==> config.mk <==
export PLATFORM = sky130hd
export DESIGN_NAME = led_pattern_sequencer
export DESIGN_NICKNAME = d
export VERILOG_FILES = /design/src/rtl/led_pkg.sv /design/src/rtl/led_tick_gen.sv /design/src/rtl/led_pattern_sequencer.sv
export SDC_FILE = /design/constraint.sdc
export NUM_CORES = 1
export LEC_CHECK = 0
export ABC_AREA = 1
export ABC_CLOCK_PERIOD_IN_PS = 1400
export CAP_MARGIN = 20
export CELL_PAD_IN_SITES_DETAIL_PLACEMENT = 0
export CELL_PAD_IN_SITES_GLOBAL_PLACEMENT = 1
export CORE_ASPECT_RATIO = 1.4
export CORE_MARGIN = 1.5
export CORE_UTILIZATION = 39
export CTS_CLUSTER_DIAMETER = 200
export DETAILED_ROUTE_END_ITERATION = 8
export GPL_ROUTABILITY_DRIVEN = 0
export GPL_TIMING_DRIVEN = 0
export PLACE_DENSITY_LB_ADDON = 0.1
export SLEW_MARGIN = 0
export SYNTH_ARGS = -nofsm -noshare
export SYNTH_HDL_FRONTEND = slang
export SYNTH_HIERARCHICAL = 1
export SYNTH_SLANG_ARGS = --single-unit
==> constraint.sdc <==
create_clock -name clk -period 1.4 [get_ports clk]
set_clock_uncertainty 0.05 [all_clocks]
set_input_delay 0.14 -clock clk [delete_from_list [all_inputs] [get_ports clk]]
set_output_delay 0.14 -clock clk [all_outputs]
set_load 0.01 [all_outputs]
==> src/rtl/led_pkg.sv <==
// Shared definitions for the LED pattern sequencer: mode encodings,
// board defaults, bounce direction type and the mode-advance rule.
package led_pkg;

    localparam int unsigned CLOCK_XTAL_DEFAULT = 27000000;
    localparam int unsigned LED_NUM_DEFAULT    = 6;

    localparam int unsigned MODE_W   = 3;
    localparam int unsigned MODE_NUM = 5;

    localparam logic [MODE_W-1:0] MODE_OFF    = 3'd0;
    localparam logic [MODE_W-1:0] MODE_BLINK  = 3'd1;
    localparam logic [MODE_W-1:0] MODE_CHASE  = 3'd2;
    localparam logic [MODE_W-1:0] MODE_BOUNCE = 3'd3;
    localparam logic [MODE_W-1:0] MODE_COUNT  = 3'd4;

    typedef enum logic {
        DIR_UP   = 1'b0,
        DIR_DOWN = 1'b1
    } bounce_dir_t;

    // Modes cycle OFF..COUNT; any out-of-range encoding returns to OFF.
    function automatic logic [MODE_W-1:0] next_mode(input logic [MODE_W-1:0] m);
        if (m < MODE_COUNT)
            return m + 1'b1;
        else
            return MODE_OFF;
    endfunction

endpackage

==> src/rtl/led_tick_gen.sv <==
// Prescaler for the pattern step rate: one tick every TICK_DIV unpaused
// cycles. pause freezes the count; clr restarts the step period.
module led_tick_gen
    import led_pkg::*;
#(
    parameter int unsigned TICK_DIV = 6750000
) (
    input  logic clk,
    input  logic rst,
    input  logic pause,
    input  logic clr,
    output logic tick
);

    localparam int unsigned          CNT_W    = $clog2(TICK_DIV);
    localparam logic [CNT_W-1:0]     CNT_LAST = CNT_W'(TICK_DIV - 1);

    logic [CNT_W-1:0] cnt;

    assign tick = (cnt == CNT_LAST) && !pause;

    // Count 0..TICK_DIV-1, wrapping on tick, holding while paused.
    always_ff @(posedge clk or posedge rst) begin
        if (rst)
            cnt <= '0;
        else if (clr || tick)
            cnt <= '0;
        else if (!pause)
            cnt <= cnt + 1'b1;
    end

endmodule

==> src/rtl/led_pattern_sequencer.sv <==
// LED bank controller: steps one of five display patterns at the prescaled
// rate, with mode selection by single-cycle pulse and a pause level.
module led_pattern_sequencer
    import led_pkg::*;
#(
    parameter int unsigned CLOCK_XTAL = CLOCK_XTAL_DEFAULT,
    parameter int unsigned LED_NUM    = LED_NUM_DEFAULT,
    parameter int unsigned TICK_DIV   = CLOCK_XTAL / 4
) (
    input  logic               clk,
    input  logic               rst,
    input  logic               mode_next,
    input  logic               pause,
    output logic [LED_NUM-1:0] leds,
    output logic [MODE_W-1:0]  mode,
    output logic               step_tick
);

    if (LED_NUM < 2 || LED_NUM > 16) begin : g_bad_led_num
        $error("LED_NUM must be in 2..16");
    end
    if (TICK_DIV < 2 || CLOCK_XTAL == 0) begin : g_bad_tick_div
        $error("TICK_DIV must be >= 2 and CLOCK_XTAL non-zero");
    end

    logic [MODE_W-1:0]  mode_q,    mode_n;
    logic [LED_NUM-1:0] pattern_q, pattern_n;
    bounce_dir_t        dir_q,     dir_n;
    logic               step_q,    step_n;
    logic               tick;

    led_tick_gen #(
        .TICK_DIV (TICK_DIV)
    ) u_tick_gen (
        .clk   (clk),
        .rst   (rst),
        .pause (pause),
        .clr   (mode_next),
        .tick  (tick)
    );

    // State register for mode, pattern, bounce direction and step pulse.
    always_ff @(posedge clk or posedge rst) begin
        if (rst) begin
            mode_q    <= MODE_BLINK;
            pattern_q <= '1;
            dir_q     <= DIR_UP;
            step_q    <= 1'b0;
        end else begin
            mode_q    <= mode_n;
            pattern_q <= pattern_n;
            dir_q     <= dir_n;
            step_q    <= step_n;
        end
    end

    // Mode change takes priority over a coincident tick, which is dropped.
    always_comb begin
        mode_n    = mode_q;
        pattern_n = pattern_q;
        dir_n     = dir_q;
        step_n    = 1'b0;
        if (mode_next) begin
            mode_n = next_mode(mode_q);
            dir_n  = DIR_UP;
            case (mode_n)
                MODE_BLINK:              pattern_n = '1;
                MODE_CHASE, MODE_BOUNCE: pattern_n = LED_NUM'(1);
                default:                 pattern_n = '0;
            endcase
        end else if (tick) begin
            step_n = 1'b1;
            case (mode_q)
                MODE_BLINK: pattern_n = ~pattern_q;
                MODE_CHASE: pattern_n = {pattern_q[LED_NUM-2:0], pattern_q[LED_NUM-1]};
                MODE_BOUNCE: begin
                    // Direction flips as the lit LED lands on an end, so ends show once.
                    if (dir_q == DIR_UP) begin
                        pattern_n = pattern_q << 1;
                        if (pattern_q[LED_NUM-2])
                            dir_n = DIR_DOWN;
                    end else begin
                        pattern_n = pattern_q >> 1;
                        if (pattern_q[1])
                            dir_n = DIR_UP;
                    end
                end
                MODE_COUNT: pattern_n = pattern_q + 1'b1;
                default:    pattern_n = '0;
            endcase
        end
    end

    assign leds      = ~pattern_q;
    assign mode      = mode_q;
    assign step_tick = step_q;

endmodule

==> flow_summary.json <==
{
  "ir_drop_mv": 0.420,
  "synth_cell_types": 28,
  "h-tree-depth": 2,
  "syn2layout_area_growth_pct": 34.6,
  "swShare": 0.391,
  "fin_crit_ns": 1.62,
  "status": "finished with violations",
  "drc_errors": 0,
  "die_width_um": 69.5,
  "yosys_warnings": 6,
  "synthMostInstantiatedCell": "nand2_1",
  "io_pins": 14,
  "r2r_end": "u_tick_gen/cnt[18]",
  "report.final.slew_viol_count": 0,
  "viasPerCell": 5.04,
  "cts_root_buf": "clkbuf_8",
  "clk_pin_slew_ns": 0.07,
  "yosys.area.top_type_share": 0.280,
  "vias": 2453,
  "synth_area_um2": 2420,
  "syn_area_per_cell_um2": 6.67,
  "rows": 33,
  "intPower_uw": 2350,
  "avgRoutedWirePerCell_um": 14.0,
  "leakage_uw": 0.00141,
  "slew_headroom": 0.373,
  "setup_viol": 31,
  "drtIter0Drc": 77,
  "antenna_found_initial": 0,
  "timing.critical_path.mode_cell": "buf_6",
  "routed_wl_um": 6810,
  "finalHoldViolCount": 0,
  "fin_ws_ns": -0.220,
  "cts_made_buffers": 5,
  "synth_edf_count": 0,
  "core-area_um2": 5900,
  "grt_max_degree": 24,
  "synth_seq_cells": 34,
  "power_density_nw_per_um2": 1190,
  "yosys-top-cells-count": "114 x nand2_1, 53 x nor2_1, 51 x inv_1, 30 x nand3_1, 27 x dfrtp_1",
  "pwr-share-comb": 0.468,
  "hpwlAfterDp_um": 4730,
  "fillers": 617,
  "clock_path_buffers": 2,
  "cts_tree": "done",
  "grt_pass1_wl_um": 11500,
  "rsz0062_at_grt": "true",
  "reg2reg_depth": 10,
  "first_pass_iters": 4,
  "die-area_um2": 6680,
  "first_global_vias": 2508,
  "path_class": "reg -> reg",
  "min_period_over_period": 1.16,
  "clock.fmax_mhz": 617,
  "synth_ff_type": "dfrtp_1",
  "final_cell_area_um2": 3250,
  "critical_path.max_fanout": 5,
  "start_util": 0.409,
  "violations": "negative setup slack",
  "syn_inst": 362,
  "grt.total_usage": 0.221,
  "path_depth": 10,
  "dpl_cell_area_um2": 2650,
  "dp.cells": 445,
  "clock_latency_ns": 0.29,
  "async_flop_share": 1.00,
  "worst_slew_pin_slew_ns": 0.939,
  "crit_path_end_kind": "flop",
  "crit_slowest_cell": "dfrtp_1",
  "fp.dieH_um": 96.1,
  "clkPwrFrac": 0.201,
  "clock-sinks": 34,
  "gr-total-overflow": 0,
  "min_path_type": "in -> async",
  "synth_top_cell_by_area": "dfrtp_1",
  "seq_power_share": 0.331,
  "ys_seq_area_frac": 0.356,
  "reg2reg_slack_ns": -0.22,
  "cp.required_ns": 1.57,
  "num-nets-final": 426,
  "crit_chain": "ha_4 -> nand2_2 -> nor2_4 -> buf_6 -> buf_6 -> nand2_4 -> nor2_4 -> buf_6 -> nand3_2 -> a21oi_2",
  "diodes": 0,
  "p_sw_uw": 1510,
  "antenna_left": 0,
  "r2r-start": "u_tick_gen/cnt[1]",
  "crit_buf_inv": 3,
  "crit_path_start_kind": "flop",
  "hold_buffers": 0,
  "critPathMaxStageDelay_ns": 0.41,
  "instances_no_fill": 487,
  "port_buffers": 13,
  "synth.net_count": 372,
  "drive_above_1_share": 0.319,
  "synth.area.top_cells": "dfrtp_1 28%, nand2_1 18%, nor2_1 8.2%",
  "cap_violations": 0,
  "critPathArrivalTime_ns": 1.79,
  "path_delay_family": "simple AND/OR/NAND/NOR gates"
}
cell families (layout without fill, tap and decap cells):
| family | Yosys count | count (layout) | share of synthesized area |
|---|---|---|---|
| AOI/OAI and AO/OA | 33 | 33 | 0.0865 |
| xor gates and xnor gates | 4 | 4 | 0.0145 |
| adders and majority gates | 6 | 6 | 0.0311 |
| buffers and inverters | 58 | 113 | 0.101 |
| DFF | 34 | 34 | 0.356 |
| and+or+nand+nor | 227 | 227 | 0.411 |
worst register-to-register path, cell delays in order (launching register included):
cell	delay (ns)
dfrtp_1	0.41
ha_4	0.17
nand2_2	0.07
nor2_4	0.14
buf_6	0.11
buf_6	0.09
nand2_4	0.05
nor2_4	0.19
buf_6	0.12
nand3_2	0.05
a21oi_2	0.11
registers in the layout (all words and copies together), names as in the netlist:
register / count
dir_q: 1
u_tick_gen/cnt: 23
mode: 3
step_tick: 1
pattern_q: 6
cell usage in the layout, fill, tap and decap left out, drive strengths merged, types with 3 or more instances in the layout:
cell type / count
inv: 52
clkbuf: 9
nand2: 122
nor3: 3
nand4: 6
nand3: 30
buf: 40
clkdlybuf4s15: 4
o211ai: 5
clkdlybuf4s50: 3
xor2: 4
dfstp: 7
o21bai: 5
o21ai: 15
dlygate4sd2: 5
nor2: 64
ha: 6
a21oi: 5
dfrtp: 27
power by group through the flow:
stage / Combinational [uW] / Clock, uW / Sequential [uW]
floorplan: 901 / 0 / 1330
finish: 1810 / 775 / 1280
global route: 2020 / 838 / 1300
CTS: 1720 / 804 / 1270
global placement: 1400 / 0 / 1370
detailed placement: 1400 / 0 / 1360
routing by layer:
layer  routed length (um)  vias up  global-route usage
met5                    0        -                   0
met1                 2560     1157               0.219
met4                  234        0               0.132
met2                 3850       44               0.438
li1                     -     1235                   -
met3                  166       17              0.0272
metrics by stage:
stage / TNS, ns / setup WS (ns) / hold slack, ns / power [uW] / util
floorplan: -0.493 / -0.0611 / -0.0626 / 2230 / -
global placement: -11.65 / -0.471 / 0.454 / 2770 / 0.449
detailed placement: -11.89 / -0.483 / 0.468 / 2760 / 0.449
CTS: -3.74 / -0.168 / 0.153 / 3790 / 0.521
global route: -7.43 / -0.326 / 0.174 / 4160 / 0.551
finish: -4.00 / -0.220 / 0.140 / 3860 / 0.551
worst max-delay path by stage:
stage | startpoint | slack (ns) | end
floorplan | u_tick_gen/cnt[0] | -0.06 | pattern_q[0]
global placement | mode_next | -0.47 | u_tick_gen/cnt[12]
detailed placement | mode_next | -0.48 | u_tick_gen/cnt[12]
CTS | mode[0] | -0.17 | pattern_q[0]
global route | u_tick_gen/cnt[1] | -0.33 | pattern_q[0]
finish | u_tick_gen/cnt[1] | -0.22 | u_tick_gen/cnt[18]
cell type report:
cell class | count | area [um2] | share of cell area
plain buffers | 6 | 65.1 | 0.0200
clock buffers | 8 | 90.1 | 0.0277
inverters | 52 | 195 | 0.0600
multi-input cells | 270 | 1540 | 0.472
flip-flops and latches | 34 | 862 | 0.265
well taps | 70 | 87.6 | 0.0269
repair buffers | 47 | 417 | 0.128
timing repair:
| item | 4_1_cts | 5_1_grt |
|---|---|---|
| pin swaps | 6 | 22 |
| setup endpoints to repair | 40 | 36 |
| buffers inserted | 23 | 14 |
| hold endpoints to repair | 0 | 0 |
| resized for setup | 53 | 46 |
| gates cloned | 2 | 0 |
No activity file was read; power rests on OpenSTA's default activity.
